[config.mk]
export PLATFORM = sky130hd
export DESIGN_NAME = sdrc_wb_traffic_gen
export DESIGN_NICKNAME = d
export VERILOG_FILES = /design/src/rtl/sdrc_tg_pkg.sv /design/src/rtl/sdrc_tg_lfsr.sv /design/src/rtl/sdrc_wb_traffic_gen.sv
export SDC_FILE = /design/constraint.sdc
export NUM_CORES = 1
export LEC_CHECK = 0
export BUFFER_PORTS_ARGS = -buffer_cell sky130_fd_sc_hd__buf_2
export CAP_MARGIN = 20
export CORE_UTILIZATION = 43
export CTS_CLUSTER_DIAMETER = 150
export CTS_CLUSTER_SIZE = 10
export DETAILED_ROUTE_END_ITERATION = 6
export GPL_ROUTABILITY_DRIVEN = 0
export PLACE_DENSITY = 0.65
export SETUP_SLACK_MARGIN = 0.5
export SLEW_MARGIN = 20
export SYNTH_ARGS = -nofsm -noshare
export SYNTH_HDL_FRONTEND = slang
export SYNTH_SLANG_ARGS = --single-unit
[constraint.sdc]
create_clock -name wb_clk_i -period 6.8 [get_ports wb_clk_i]
set_input_delay 1.36 -clock wb_clk_i [delete_from_list [all_inputs] [get_ports wb_clk_i]]
set_output_delay 1.36 -clock wb_clk_i [all_outputs]
set_load 0.005 [all_outputs]
[src/rtl/sdrc_tg_pkg.sv]
// sdrc_tg_pkg: shared types, bus constants and LFSR step for the SDRAM WB traffic generator
package sdrc_tg_pkg;
    typedef enum logic [2:0] {
        S_IDLE,
        S_WAIT_INIT,
        S_WR_BURST,
        S_RD_BURST,
        S_GAP,
        S_DONE
    } state_t;
    localparam logic [2:0] CTI_INC = 3'b010;
    localparam logic [2:0] CTI_EOB = 3'b111;
    localparam logic [1:0] MODE_WR_RD = 2'b00;
    localparam logic [1:0] MODE_WR = 2'b01;
    localparam logic [1:0] MODE_RD = 2'b10;
    localparam logic [31:0] LFSR_POLY = 32'h8020_0003;
    localparam logic [31:0] SEED_ZERO_SUB = 32'hFFFF_FFFF;
    function automatic logic [31:0] lfsr_next(input logic [31:0] s);
        return {1'b0, s[31:1]} ^ (s[0] ? LFSR_POLY : 32'h0);
    endfunction
endpackage

[src/rtl/sdrc_tg_lfsr.sv]
// sdrc_tg_lfsr: 32-bit Galois LFSR (x^32+x^22+x^2+x+1) with load and advance
// ports: clk, rst_n (async, active-low), load/seed (load wins), adv (one step), value (current state)
module sdrc_tg_lfsr
    import sdrc_tg_pkg::*;
(
    input  logic        clk,
    input  logic        rst_n,
    input  logic        load,
    input  logic        adv,
    input  logic [31:0] seed,
    output logic [31:0] value
);
    always_ff @(posedge clk or negedge rst_n)
        if (!rst_n) value <= '0;
        else if (load) value <= seed;
        else if (adv) value <= lfsr_next(value);
endmodule

[src/rtl/sdrc_wb_traffic_gen.sv]
// sdrc_wb_traffic_gen: Wishbone burst master writing/reading a self-checked LFSR pattern
// ports: wb_clk_i/wb_resetn clock and async active-low reset; start + cfg_* run setup (latched on start);
// wb_* Wishbone master interface; busy/done/timeout status; err_cnt/first_err_addr read-check results
module sdrc_wb_traffic_gen
    import sdrc_tg_pkg::*;
#(
    parameter int WB_AW   = 26,
    parameter int WB_DW   = 32,
    parameter int MAX_BL  = 16,
    parameter int TIMEOUT = 1024
) (
    input  logic                    wb_clk_i,
    input  logic                    wb_resetn,
    input  logic                    sdr_init_done,
    input  logic                    start,
    input  logic [1:0]              cfg_mode,
    input  logic [WB_AW-1:0]        cfg_base_addr,
    input  logic [$clog2(MAX_BL):0] cfg_burst_len,
    input  logic [15:0]             cfg_num_bursts,
    input  logic [31:0]             cfg_seed,
    output logic                    wb_cyc_o,
    output logic                    wb_stb_o,
    output logic                    wb_we_o,
    output logic [WB_AW-1:0]        wb_addr_o,
    output logic [WB_DW-1:0]        wb_dat_o,
    output logic [WB_DW/8-1:0]      wb_sel_o,
    output logic [2:0]              wb_cti_o,
    input  logic                    wb_ack_i,
    input  logic [WB_DW-1:0]        wb_dat_i,
    output logic                    busy,
    output logic                    done,
    output logic                    timeout,
    output logic [15:0]             err_cnt,
    output logic [WB_AW-1:0]        first_err_addr
);
    localparam int BLW = $clog2(MAX_BL) + 1;
    localparam int TW = $clog2(TIMEOUT) + 1;
    localparam logic [TW-1:0] WAIT_MAX = TW'(TIMEOUT - 1);
    localparam logic [WB_AW-1:0] STEP = WB_AW'(WB_DW / 8);
    state_t state, state_nxt;
    logic [1:0] mode_q;
    logic [WB_AW-1:0] base_q, addr;
    logic [BLW-1:0] bl_q, beat;
    logic [15:0] nb_q, burst;
    logic [TW-1:0] wait_cnt;
    logic [31:0] wr_lfsr, rd_lfsr, seed_in;
    logic [WB_DW-1:0] wr_pat, exp_dat;
    logic rd_phase, in_burst, ack, accept, last_beat, last_burst, two_phase, tmo;
    assign in_burst = state == S_WR_BURST || state == S_RD_BURST;
    assign ack = in_burst && wb_ack_i;
    assign accept = state == S_IDLE && start;
    assign last_beat = beat == bl_q - 1'b1;
    // burst is bumped on the last ack, so in GAP it already counts the finished burst
    assign last_burst = burst == nb_q;
    assign two_phase = mode_q != MODE_WR && mode_q != MODE_RD;
    assign tmo = in_burst && !wb_ack_i && wait_cnt == WAIT_MAX;
    assign seed_in = cfg_seed == '0 ? SEED_ZERO_SUB : cfg_seed;
    // read checker never advances during the write phase, so loading both on start keeps them aligned
    sdrc_tg_lfsr u_wr_lfsr (
        .clk  (wb_clk_i),
        .rst_n(wb_resetn),
        .load (accept),
        .adv  (ack && state == S_WR_BURST),
        .seed (seed_in),
        .value(wr_lfsr)
    );
    sdrc_tg_lfsr u_rd_lfsr (
        .clk  (wb_clk_i),
        .rst_n(wb_resetn),
        .load (accept),
        .adv  (ack && state == S_RD_BURST),
        .seed (seed_in),
        .value(rd_lfsr)
    );
    generate
        if (WB_DW >= 32) begin : g_rep
            assign wr_pat = {(WB_DW / 32){wr_lfsr}};
            assign exp_dat = {(WB_DW / 32){rd_lfsr}};
        end else begin : g_trunc
            assign wr_pat = wr_lfsr[WB_DW-1:0];
            assign exp_dat = rd_lfsr[WB_DW-1:0];
        end
    endgenerate
    always_ff @(posedge wb_clk_i or negedge wb_resetn)
        if (!wb_resetn) state <= S_IDLE;
        else state <= state_nxt;
    always_comb begin
        state_nxt = state;
        case (state)
            S_IDLE:      state_nxt = start ? S_WAIT_INIT : S_IDLE;
            S_WAIT_INIT: state_nxt = !sdr_init_done ? S_WAIT_INIT : mode_q == MODE_RD ? S_RD_BURST : S_WR_BURST;
            S_WR_BURST,
            S_RD_BURST:  state_nxt = wb_ack_i ? (last_beat ? S_GAP : state) : (tmo ? S_DONE : state);
            S_GAP:       state_nxt = !last_burst ? (rd_phase ? S_RD_BURST : S_WR_BURST) :
                                     (two_phase && !rd_phase) ? S_RD_BURST : S_DONE;
            default:     state_nxt = S_IDLE;
        endcase
    end
    always_comb begin
        wb_cyc_o = in_burst;
        wb_stb_o = in_burst;
        wb_we_o = state == S_WR_BURST;
        wb_cti_o = !in_burst ? 3'b000 : last_beat ? CTI_EOB : CTI_INC;
        wb_addr_o = addr;
        wb_dat_o = wr_pat;
        wb_sel_o = '1;
        busy = state != S_IDLE && state != S_DONE;
        done = state == S_DONE;
    end
    always_ff @(posedge wb_clk_i or negedge wb_resetn)
        if (!wb_resetn) begin
            mode_q <= '0;
            base_q <= '0;
            addr <= '0;
            bl_q <= '0;
            nb_q <= '0;
            beat <= '0;
            burst <= '0;
            wait_cnt <= '0;
            rd_phase <= 1'b0;
            timeout <= 1'b0;
            err_cnt <= '0;
            first_err_addr <= '0;
        end else begin
            if (accept) begin
                mode_q <= cfg_mode;
                base_q <= cfg_base_addr;
                addr <= cfg_base_addr;
                bl_q <= cfg_burst_len == '0 ? BLW'(1) : cfg_burst_len > BLW'(MAX_BL) ? BLW'(MAX_BL) : cfg_burst_len;
                nb_q <= cfg_num_bursts == '0 ? 16'd1 : cfg_num_bursts;
                beat <= '0;
                burst <= '0;
                wait_cnt <= '0;
                rd_phase <= cfg_mode == MODE_RD;
                timeout <= 1'b0;
                err_cnt <= '0;
                first_err_addr <= '0;
            end
            if (in_burst) wait_cnt <= wb_ack_i ? '0 : wait_cnt + 1'b1;
            if (tmo) timeout <= 1'b1;
            if (ack) begin
                addr <= addr + STEP;
                beat <= last_beat ? '0 : beat + 1'b1;
                if (last_beat) burst <= burst + 1'b1;
            end
            if (ack && state == S_RD_BURST && wb_dat_i != exp_dat) begin
                if (err_cnt != 16'hFFFF) err_cnt <= err_cnt + 1'b1;
                if (err_cnt == '0) first_err_addr <= addr;
            end
            if (state == S_GAP && last_burst && two_phase && !rd_phase) begin
                addr <= base_q;
                burst <= '0;
                rd_phase <= 1'b1;
            end
        end
endmodule

## After elaboration in Yosys (flattened, before gate mapping)

Index checks and enable logic that the tools add are counted.

| storage, ports and cells | value |
|---|---|
| register bits | 218 |
| logic and storage cells | 117 |

| cells by class | value |
|---|---|
| add/subtract/negate cells | 6 |
| reduce and logical (&&, ||, !) cells | 31 |
| mux-type cells | 45 |
| bitwise operators | 2 |
| order comparisons | 1 |
| eq/ne operators | 17 |

Operators by type and width:

| kind | count |
|---|---|
| 2-to-1 mux 32 bit | 7 |
| 2-to-1 mux 26 bit | 6 |
| 2-to-1 mux 16 bit | 8 |
| XOR 31 x 32 -> 32 bit | 2 |
| 2-to-1 mux 11 bit | 3 |
| adder 16 x 1 -> 16 bit (second input constant) | 2 |
| logical NOT 16 bit | 2 |
| logical NOT 32 bit | 1 |
| inequality test 32 bit | 1 |
| adder 26 x 3 -> 26 bit (second input constant) | 1 |
| 2-to-1 mux 5 bit | 5 |
| 2-to-1 mux 3 bit | 7 |
| equality test 16 bit | 1 |
| inequality test 16 bit (second input constant) | 1 |
| logical AND 1 bit | 13 |
| one-hot mux 3 bit (4 select lines) | 1 |
| nonzero test 2 bit | 6 |
| adder 11 x 1 -> 11 bit (second input constant) | 1 |
| equality test 11 x 10 -> 1 bit (second input constant) | 1 |
| inequality test 3 bit (second input constant) | 3 |
| 2-to-1 mux 1 bit | 7 |
| equality test 3 x 2 -> 1 bit (second input constant) | 2 |
| equality test 3 bit (second input constant) | 2 |
| nonzero test 3 bit | 2 |
| 15 further kinds | 17 |

## Longest topological paths before layout

Gate-level depths: netlist (run 1).

| logic depth | value |
|---|---|
| depth after elaboration | 7 |
| depth in mapped cells | 9 |
| depth with buffers taken out | 8 |

## Hierarchy

From an unflattened synthesis (run 1), not the netlist that was laid out.

| second synthesis, totals | value |
|---|---|
| cells, all modules | 1,295 |
| area, all modules | 11,659.9 um^2 |

By module, submodules not included:

| module | area an instance (um^2) | cells each | sequential area each (um^2) | times used |
|---|---|---|---|---|
| sdrc_wb_traffic_gen | 8,602.0 | 1,009 | 3,853.7 | 1 |
| sdrc_tg_lfsr | 1,529.0 | 143 | 800.8 | 2 |

## Worst setup path after synthesis (run 1)

Ideal clock, no wire load.

| timing | value |
|---|---|
| path kind | reg2out |
| from | register bl_q[0] |
| to | output wb_cti_o[2] |
| arrival | 1.775 ns |
| path slack | 3.665 ns |
| cell stages (with the launch flop) | 9 |
| cell sequence | dfrtp_1 inv_1 ha_1 xnor2_1 a211oi_1 o211ai_1 clkbuf_1 nor2_1 buf_4 |

| on the way | value |
|---|---|
| longest elaborated chain between the ends | 4 |

Ends and longest elaborated chain:

| item | line | RTL |
|---|---|---|
| start: declaration | sdrc_wb_traffic_gen.sv:43 | `logic [BLW-1:0] bl_q, beat;` |
| start signal: assignment | sdrc_wb_traffic_gen.sv:129 | `bl_q <= cfg_burst_len == '0 ? BLW'(1) : cfg_burst_len > BLW'(MAX_BL) ? BLW'(MAX_BL) : cfg_burst_len;` |
| subtractor 5 x 1 -> 5 bit | sdrc_wb_traffic_gen.sv:52 | `assign last_beat = beat == bl_q - 1'b1;` |
| equality test 5 bit | sdrc_wb_traffic_gen.sv:52 |  |
| 2-to-1 mux 3 bit (2 in a row) | sdrc_wb_traffic_gen.sv:103 | `wb_cti_o = !in_burst ? 3'b000 : last_beat ? CTI_EOB : CTI_INC;` |
| end: declaration | sdrc_wb_traffic_gen.sv:27 | `output logic [2:0] wb_cti_o,` |

No other way between the ends.

## Worst setup path in the final report (run 1)

Ends and elaborated chain as after synthesis.

==> results of run 1 <==
stage by stage:
| stage | util (%) | setup slack, ns | instances |
|---|---|---|---|
| final | 52.1 | 3.15 | 1806 |
| after global routing | 52.1 | 2.99 | 1806 |
| after CTS | 51.9 | 2.81 | 1804 |
| after detailed placement | 49.4 | 2.29 | 1778 |
| after global placement | 49.4 | 2.42 | 1778 |
| after floorplan | - | 3.66 | 1290 |
how the worst max path moves through the flow:
stage          startpoint                  to  slack, ns  depth (start not counted)
6_report          bl_q[0]         wb_cti_o[2]       3.15                          8
5_1_grt           bl_q[0]         wb_cti_o[2]       2.99                          8
4_1_cts          wb_ack_i  first_err_addr[17]       2.81                          7
3_5_place_dp     wb_ack_i  first_err_addr[10]       2.29                          7
3_3_place_gp     wb_ack_i   first_err_addr[1]       2.42                          7
2_1_floorplan     bl_q[0]         wb_cti_o[2]       3.66                          8
power groups by stage:
stage	Combinational, mW	Sequential, mW	Clock [mW]
6_report	1.97	2.35	1.15
3_3_place_gp	1.91	2.35	0
3_5_place_dp	1.96	2.36	0
4_1_cts	1.96	2.35	1.18
5_1_grt	2.24	2.43	1.22
2_1_floorplan	1.34	2.19	0
cell usage in the layout, fill, tap and decap left out, types with 3 or more instances in the layout:
cell,instances
sky130_fd_sc_hd__or4_1,10
sky130_fd_sc_hd__nand3_1,32
sky130_fd_sc_hd__a22oi_1,6
sky130_fd_sc_hd__o211ai_1,7
sky130_fd_sc_hd__buf_4,13
sky130_fd_sc_hd__a21oi_1,36
sky130_fd_sc_hd__o31ai_1,9
sky130_fd_sc_hd__clkbuf_16,25
sky130_fd_sc_hd__and4_1,4
sky130_fd_sc_hd__o22ai_1,23
sky130_fd_sc_hd__a22o_1,3
sky130_fd_sc_hd__nand4_1,30
sky130_fd_sc_hd__nor2_1,93
sky130_fd_sc_hd__a211o_1,17
sky130_fd_sc_hd__a211oi_1,3
sky130_fd_sc_hd__nand3b_1,10
sky130_fd_sc_hd__conb_1,4
sky130_fd_sc_hd__xor2_1,38
sky130_fd_sc_hd__nand4b_1,3
sky130_fd_sc_hd__and3_1,10
sky130_fd_sc_hd__inv_1,17
sky130_fd_sc_hd__nor4b_1,4
sky130_fd_sc_hd__o21ai_0,104
sky130_fd_sc_hd__mux2_2,6
sky130_fd_sc_hd__nor3_1,12
sky130_fd_sc_hd__mux2i_1,7
sky130_fd_sc_hd__a21o_1,8
sky130_fd_sc_hd__dfrtp_1,218
sky130_fd_sc_hd__or3_1,9
sky130_fd_sc_hd__and2_1,6
sky130_fd_sc_hd__nand2_1,337
sky130_fd_sc_hd__buf_2,225
sky130_fd_sc_hd__xnor2_1,53
sky130_fd_sc_hd__nand2b_1,6
sky130_fd_sc_hd__nor4_1,27
sky130_fd_sc_hd__ha_1,8
sky130_fd_sc_hd__a31oi_1,28
logic make-up after synthesis:
logic type,share of synthesized area [%]
simple gates,24.4
compound gates,13.7
flops,48.9
buf+inv,3.80
xor+xnor,7.14
mux,1.23
fa+ha+maj,0.896
other cells,0.0336
area by class of cell:
class                   instances  area (sq um)  area share [%]
multi-input cells             974          5350            40.5
clock buffers                  26           639            4.84
repair buffers                241          1290            9.74
flip-flops and latches        218          5460            41.3
inverters                      17          63.8           0.483
well taps                     330           413            3.13
layer usage:
| metal | global-route usage, % | share of wire, % | up-vias |
|---|---|---|---|
| li1 | - | - | 4808 |
| met1 | 34.2 | 44 | 4829 |
| met2 | 39.4 | 47 | 347 |
| met3 | 4.88 | 6.5 | 59 |
| met4 | 6.67 | 2.6 | 4 |
| met5 | 0 | 0.061 | - |
sequential cells by signal, summed over array words and instances, names as in the netlist, 11 cells and up:
| register | flops |
|---|---|
| wb_addr_o | 26 |
| u_rd_lfsr.value | 32 |
| first_err_addr | 26 |
| nb_q | 16 |
| wait_cnt | 11 |
| base_q | 26 |
| err_cnt | 16 |
| u_wr_lfsr.value | 32 |
| burst | 16 |
worst reg2reg max path: cells and delay by family, from the launching register on:
family / cells / cell delay [ns]
simple gates: 3 / 1.35
compound gates: 2 / 0.57
buf+inv: 2 / 0.61
flops: 1 / 0.51
==> metrics.log, run 1 <==
INFO  metric run_status = complete, no violations
INFO  metric r2r_cells = 7
INFO  metric cp.buffers_inverters = 3
INFO  metric nNetsFinal = 1603
INFO  metric antenna-diode-count = 0
INFO  metric drt_first_iter_violations = 816
INFO  metric worstHoldStart = base_q[18]
INFO  metric synth_enable_flop_cells = 0
INFO  metric initial_cell_density_of_the_core = 44.1%
INFO  metric combinationalPowerShare = 36.0%
INFO  metric fp.dieH = 163 microns
INFO  metric totalWireLength = 32.8 mm
INFO  metric worst_setup_hold_path_clk_slew = 0.06 ns
INFO  metric grt_setup_unrepaired = false
INFO  metric worst_path_max_delay_cell = sky130_fd_sc_hd__dfrtp_1
INFO  metric flow.area_growth_from_synthesis = 18.2%
INFO  metric critical_path.reg2reg.startpoint = state[2]
INFO  metric number_of_failing_hold_endpoints_at_the_final_stage = 0
INFO  metric proportion_of_layout_cells_with_a_drive_suffix_above_1 = 19.2%
INFO  metric route.detailed.vias_per_inst = 5.56
INFO  metric power_per_cell_area = 414 nW/um^2
INFO  metric antenna_found_initial = 2
INFO  metric mappedNetlistArea = 11200 sq um
INFO  metric synth.most_common_cell = sky130_fd_sc_hd__nand2_1
INFO  metric post-route-cell-area = 13200 sq um
INFO  metric yosysTopAreaCellShare = 48.9%
INFO  metric ys_async_sr_fraction = 100%
INFO  metric setup_viol_count_final = 0
INFO  metric p_leak = 6.36 nW
INFO  metric dieArea = 26600 sq um
INFO  metric synth.ff_latch_count = 218
INFO  metric worst_slew_margin_rel = 35.2%
INFO  metric row_count = 58
INFO  metric number_of_hold_buffers_added_after_cts = 0
INFO  metric cp_top_family = buffers and inverters
INFO  metric register_to_register_setup_slack = 3.62 ns
INFO  metric placedInstanceArea = 12500 sq um
INFO  metric cts_post_setup_buffers_inserted = 0
INFO  metric setup_tns = 0 ns
INFO  metric whs_endpoint = base_q[18]
INFO  metric tritoncts_clock_tree = done
INFO  metric cts.root.buffer_cell = sky130_fd_sc_hd__clkbuf_16
INFO  metric yosys.area.top_type = sky130_fd_sc_hd__dfrtp_1
INFO  metric critical_path_arrival = 2.29 ns
INFO  metric clk-insertion-delay-late = 0.51 ns
INFO  metric post-route-min-period = 3.65 ns
INFO  metric crit_path_start_kind = flop
INFO  metric htree_num_levels = 1
INFO  metric final.setup_skew = 0.0125 ns
INFO  metric post_synth_cell_types = 54
INFO  metric final_antenna_net_count = 0
INFO  metric drt_drc_violations_left = 0
INFO  metric power.switching_fraction = 39.1%
INFO  metric critical_path_required = 5.44 ns
INFO  metric ratio_of_final_minimum_period_to_clock_period = 53.7%
INFO  metric cts_buffers = 25
INFO  metric critical_path_peak_fanout = 14
INFO  metric worst_slew_pin_slew = 0.969 ns
INFO  metric holdPathStages = 2
INFO  metric wire_length_of_the_first_global_routing_pass = 52.3 mm
INFO  metric min_path_type = reg -> reg
INFO  metric die_x = 163 microns
INFO  metric place.port_buffers = 226
INFO  metric synth.top_cells.by_area = sky130_fd_sc_hd__dfrtp_1 49%, sky130_fd_sc_hd__nand2_1 11%, sky130_fd_sc_hd__o21ai_0 4.7%
INFO  metric synth_common_cells = 337 x sky130_fd_sc_hd__nand2_1, 218 x sky130_fd_sc_hd__dfrtp_1, 104 x sky130_fd_sc_hd__o21ai_0
INFO  metric cts.sink_count = 218
INFO  metric timing.critical_path.slowest_cell_delay = 0.39 ns
INFO  metric filler_cell_count = 2433
INFO  metric slew_violations = 0
INFO  metric grt_use_total = 24.7%
INFO  metric holdWs = 0.475 ns
INFO  metric drt_pass1_iterations = 7
INFO  metric max_freq = 274 MHz
INFO  metric ir_worst_vdd = 0.000246 V
INFO  metric ys_dominant_reg_cell = sky130_fd_sc_hd__dfrtp_1
INFO  metric max_cap_viol_count = 0
INFO  metric netlist_instances = 1287
INFO  metric worstPathCellList = inv_1, ha_1, xnor2_1, a211oi_1, o211ai_1, buf_4, nor2_1, buf_2
INFO  metric io_pins = 231
INFO  metric timing.setup.critical_path_class = reg -> out
INFO  metric route.detailed.wl_per_inst = 18.1 microns
INFO  metric yosys_warnings = 0
INFO  metric clkPwrFrac = 21.1%
INFO  metric switchingPower = 2.14 mW
INFO  metric first_global_vias = 9660
INFO  metric hpwl = 22.7 mm
INFO  metric grt_start_max_net_pins = 93
INFO  metric p_total = 5.47 mW
INFO  metric intPower = 3.33 mW
INFO  metric seq_area_frac_synth = 48.9%
INFO  metric critical_path.endpoint_type = output pin
INFO  metric syn-mean-instance-area = 8.68 sq um
INFO  metric crit-reg2reg-capture = first_err_addr[17]
INFO  metric num_vias = 10000
INFO  metric clock_tree.buffer_depth = 3
INFO  metric core = 25300 sq um
INFO  metric seq_power_share = 43.0%
INFO  metric cts-resized-gates = 0
INFO  metric global_route.overflow_total = 0
Power figures use the tool's default switching activity.
==> inputs of run 2 (changes only) <==
- PLACE_DENSITY: 0.65 -> 0.68
- clock period: 6.8 -> 3.2 ns (I/O delays scaled with it)
==> run 2 against run 1 <==
- critical path depth is 1 lower
- final cell count rose by 0.72%
- sequential cell count did not move
- via count grew 1.3%
- non-clock buffer count rose by 11
- clock skew increased by 0.0015 ns
- register-to-register slack got worse by 2.9 ns
- global-route usage rose by 0.30 points
- sequential share of layout area decreased by 0.51 points
- total power increased by 120%
==> metrics.log, run 2 (synthesis results as in run 1) <==
INFO  metric run_status = complete, no violations
INFO  metric critical_path_required = 2.56 ns (-2.88 ns)
INFO  metric global_route.overflow_total = 0 (unchanged)
INFO  metric slew_violations = 0 (unchanged)
INFO  metric first_global_vias = 9649 (-0.11%)
INFO  metric post-route-min-period = 2.67 ns
INFO  metric ir_worst_vdd = 0.000510 V (+110%)
INFO  metric final.setup_skew = 0.0139 ns (+0.00146 ns)
INFO  metric critical_path.reg2reg.startpoint = err_cnt[3]
INFO  metric grt_start_max_net_pins = 66 (-29%)
INFO  metric critical_path_peak_fanout = 2 (-12)
INFO  metric placed_cells = 1788 (+0.56%)
INFO  metric drt_first_iter_violations = 647 (-21%)
INFO  metric grt_setup_unrepaired = true
INFO  metric critical_path.endpoint_type = output pin
INFO  metric row_count = 58 (unchanged)
INFO  metric setup_tns = 0 ns (unchanged)
INFO  metric initial_cell_density_of_the_core = 44.1% (unchanged)
INFO  metric proportion_of_layout_cells_with_a_drive_suffix_above_1 = 20.3% (+1.1 points)
INFO  metric io_pins = 231 (unchanged)
INFO  metric power_per_cell_area = 882 nW/um^2 (+110%)
INFO  metric clk-insertion-delay-late = 0.52 ns (about the same)
INFO  metric number_of_failing_hold_endpoints_at_the_final_stage = 0 (unchanged)
INFO  metric num_vias = 10200 (+1.3%)
INFO  metric route.detailed.wl_per_inst = 18.3 microns (+0.74%)
INFO  metric htree_num_levels = 1 (unchanged)
INFO  metric place.port_buffers = 226 (unchanged)
INFO  metric critical_path.startpoint = bl_q[1]
INFO  metric ratio_of_final_minimum_period_to_clock_period = 83.6%
INFO  metric timing.setup.critical_path_class = reg -> out
INFO  metric nNetsFinal = 1614 (+0.69%)
INFO  metric max_cap_viol_count = 0 (unchanged)
INFO  metric fp.dieH = 163 microns (unchanged)
INFO  metric drt_drc_violations_left = 0 (unchanged)
INFO  metric worst_path_max_delay_cell = sky130_fd_sc_hd__dfrtp_1
INFO  metric wire_length_of_the_first_global_routing_pass = 52.7 mm (+0.63%)
INFO  metric final_cell_mix = 337 x sky130_fd_sc_hd__nand2_1, 225 x sky130_fd_sc_hd__buf_2, 218 x sky130_fd_sc_hd__dfrtp_1, 104 x sky130_fd_sc_hd__o21ai_0, 93 x sky130_fd_sc_hd__nor2_1
INFO  metric placedInstanceArea = 12700 sq um (+1.1%)
INFO  metric p_total = 11.8 mW (+120%)
INFO  metric tritoncts_clock_tree = done
INFO  metric critical_path_arrival = 2.03 ns (-0.26 ns)
INFO  metric worstPathCellList = inv_2, ha_4, xnor2_2, a211oi_2, o211ai_1, nor2_1, buf_2
INFO  metric timing.critical_path.slowest_cell_delay = 0.39 ns (about the same)
INFO  metric flow.area_growth_from_synthesis = 19.7%
INFO  metric setup_viol_count_final = 0 (unchanged)
INFO  metric max_freq = 374 MHz
INFO  metric number_of_hold_buffers_added_after_cts = 0 (unchanged)
INFO  metric worst_slew_margin_rel = 35.3% (+0.16 points)
INFO  metric dieArea = 26600 sq um (unchanged)
INFO  metric drt_pass1_iterations = 5 (-2)
INFO  metric min_path_type = in -> async
INFO  metric final_antenna_net_count = 0 (unchanged)
INFO  metric cts.sink_count = 218 (unchanged)
INFO  metric finalNonFillerCells = 1819 (+0.72%)
INFO  metric cts_buffers = 25 (unchanged)
INFO  metric hpwl = 23.3 mm (+2.7%)
INFO  metric mostFrequentLayoutCell = sky130_fd_sc_hd__nand2_1
INFO  metric filler_cell_count = 2386 (-1.9%)
INFO  metric grt_use_total = 25.0% (+0.30 points)
INFO  metric reg_top3 = u_rd_lfsr.value x32, u_wr_lfsr.value x32
INFO  metric antenna_found_initial = 1 (-1)
INFO  metric worst_setup_hold_path_clk_slew = 0.06 ns (about the same)
INFO  metric cts.root.buffer_cell = sky130_fd_sc_hd__clkbuf_16
INFO  metric crit_path_start_kind = flop
INFO  metric worst_slew_pin_slew = 0.970 ns (+0.000449 ns)
INFO  metric clock_tree.buffer_depth = 3 (unchanged)
INFO  metric cp_top_family = flip-flops
INFO  metric die_x = 163 microns (unchanged)
INFO  metric totalWireLength = 33.2 mm (+1.5%)
INFO  metric route.detailed.vias_per_inst = 5.59 (+0.56%)
INFO  metric post-route-cell-area = 13400 sq um (+1.2%)
INFO  metric cp.buffers_inverters = 2 (-1)
INFO  metric p_leak = 6.43 nW (+1.2%)
INFO  metric core = 25300 sq um (unchanged)
-- run 2: worst paths after layout --
path / end / slack (ns) / cells past startpoint
max: wb_cti_o[0] / 0.53 / 7
min: nb_q[6] / 0.03 / 1
max reg2reg: err_cnt[1] / 0.68 / 6
min reg2reg: base_q[21] / 0.47 / 2
max in group asynchronous: u_wr_lfsr.value[25] / 2.27 / 2
min in group wb_clk_i: base_q[17] / 0.33 / 3
-- run 2: cell type report --
type / instances / area, sq um / share of cell area, %
clock buffer: 26 / 639 / 4.78
clock inverter: 1 / 8.76 / 0.0655
timing repair buffer: 252 / 1410 / 10.6
sequential: 218 / 5460 / 40.8
tap: 330 / 413 / 3.09
multi-input combinational: 974 / 5370 / 40.2
inverter: 17 / 63.8 / 0.477
antenna: 1 / 2.50 / 0.0187
-- run 2: power by group --
group	switching (mW)	leakage, nW	internal (mW)	total [mW]
clock network	1.07	0.320	1.39	2.47
registers	1.14	2.79	3.84	4.98
logic	2.41	3.33	1.93	4.34
-- run 2: timing repair --
item / in CTS / in global routing
resized for setup: 6 / 2
setup endpoints to repair: 3 / 4
pin swaps: 3 / 4
buffers inserted: 2 / 1
-- run 2: per-layer routing --
metal  share of wire (%)  wire (microns)  up-vias  global-route usage [%]
li1                    -               -     4843                       -
met1                  43           14200     4874                    34.6
met2                  47           15500      399                    39.4
met3                 7.4            2450       60                    4.72
met4                 3.2            1070        0                    8.24
met5                   0               0        -                       0
-- run 2: metrics by stage --
stage	hold WS, ns	utilization [%]	setup slack, ns
floorplan	0.344	-	0.785
global placement	0.455	50.0	0.360
detailed placement	0.462	50.0	0.328
CTS	0.0379	52.7	0.507
global route	0.0515	52.8	0.395
finish	0.0285	52.8	0.525
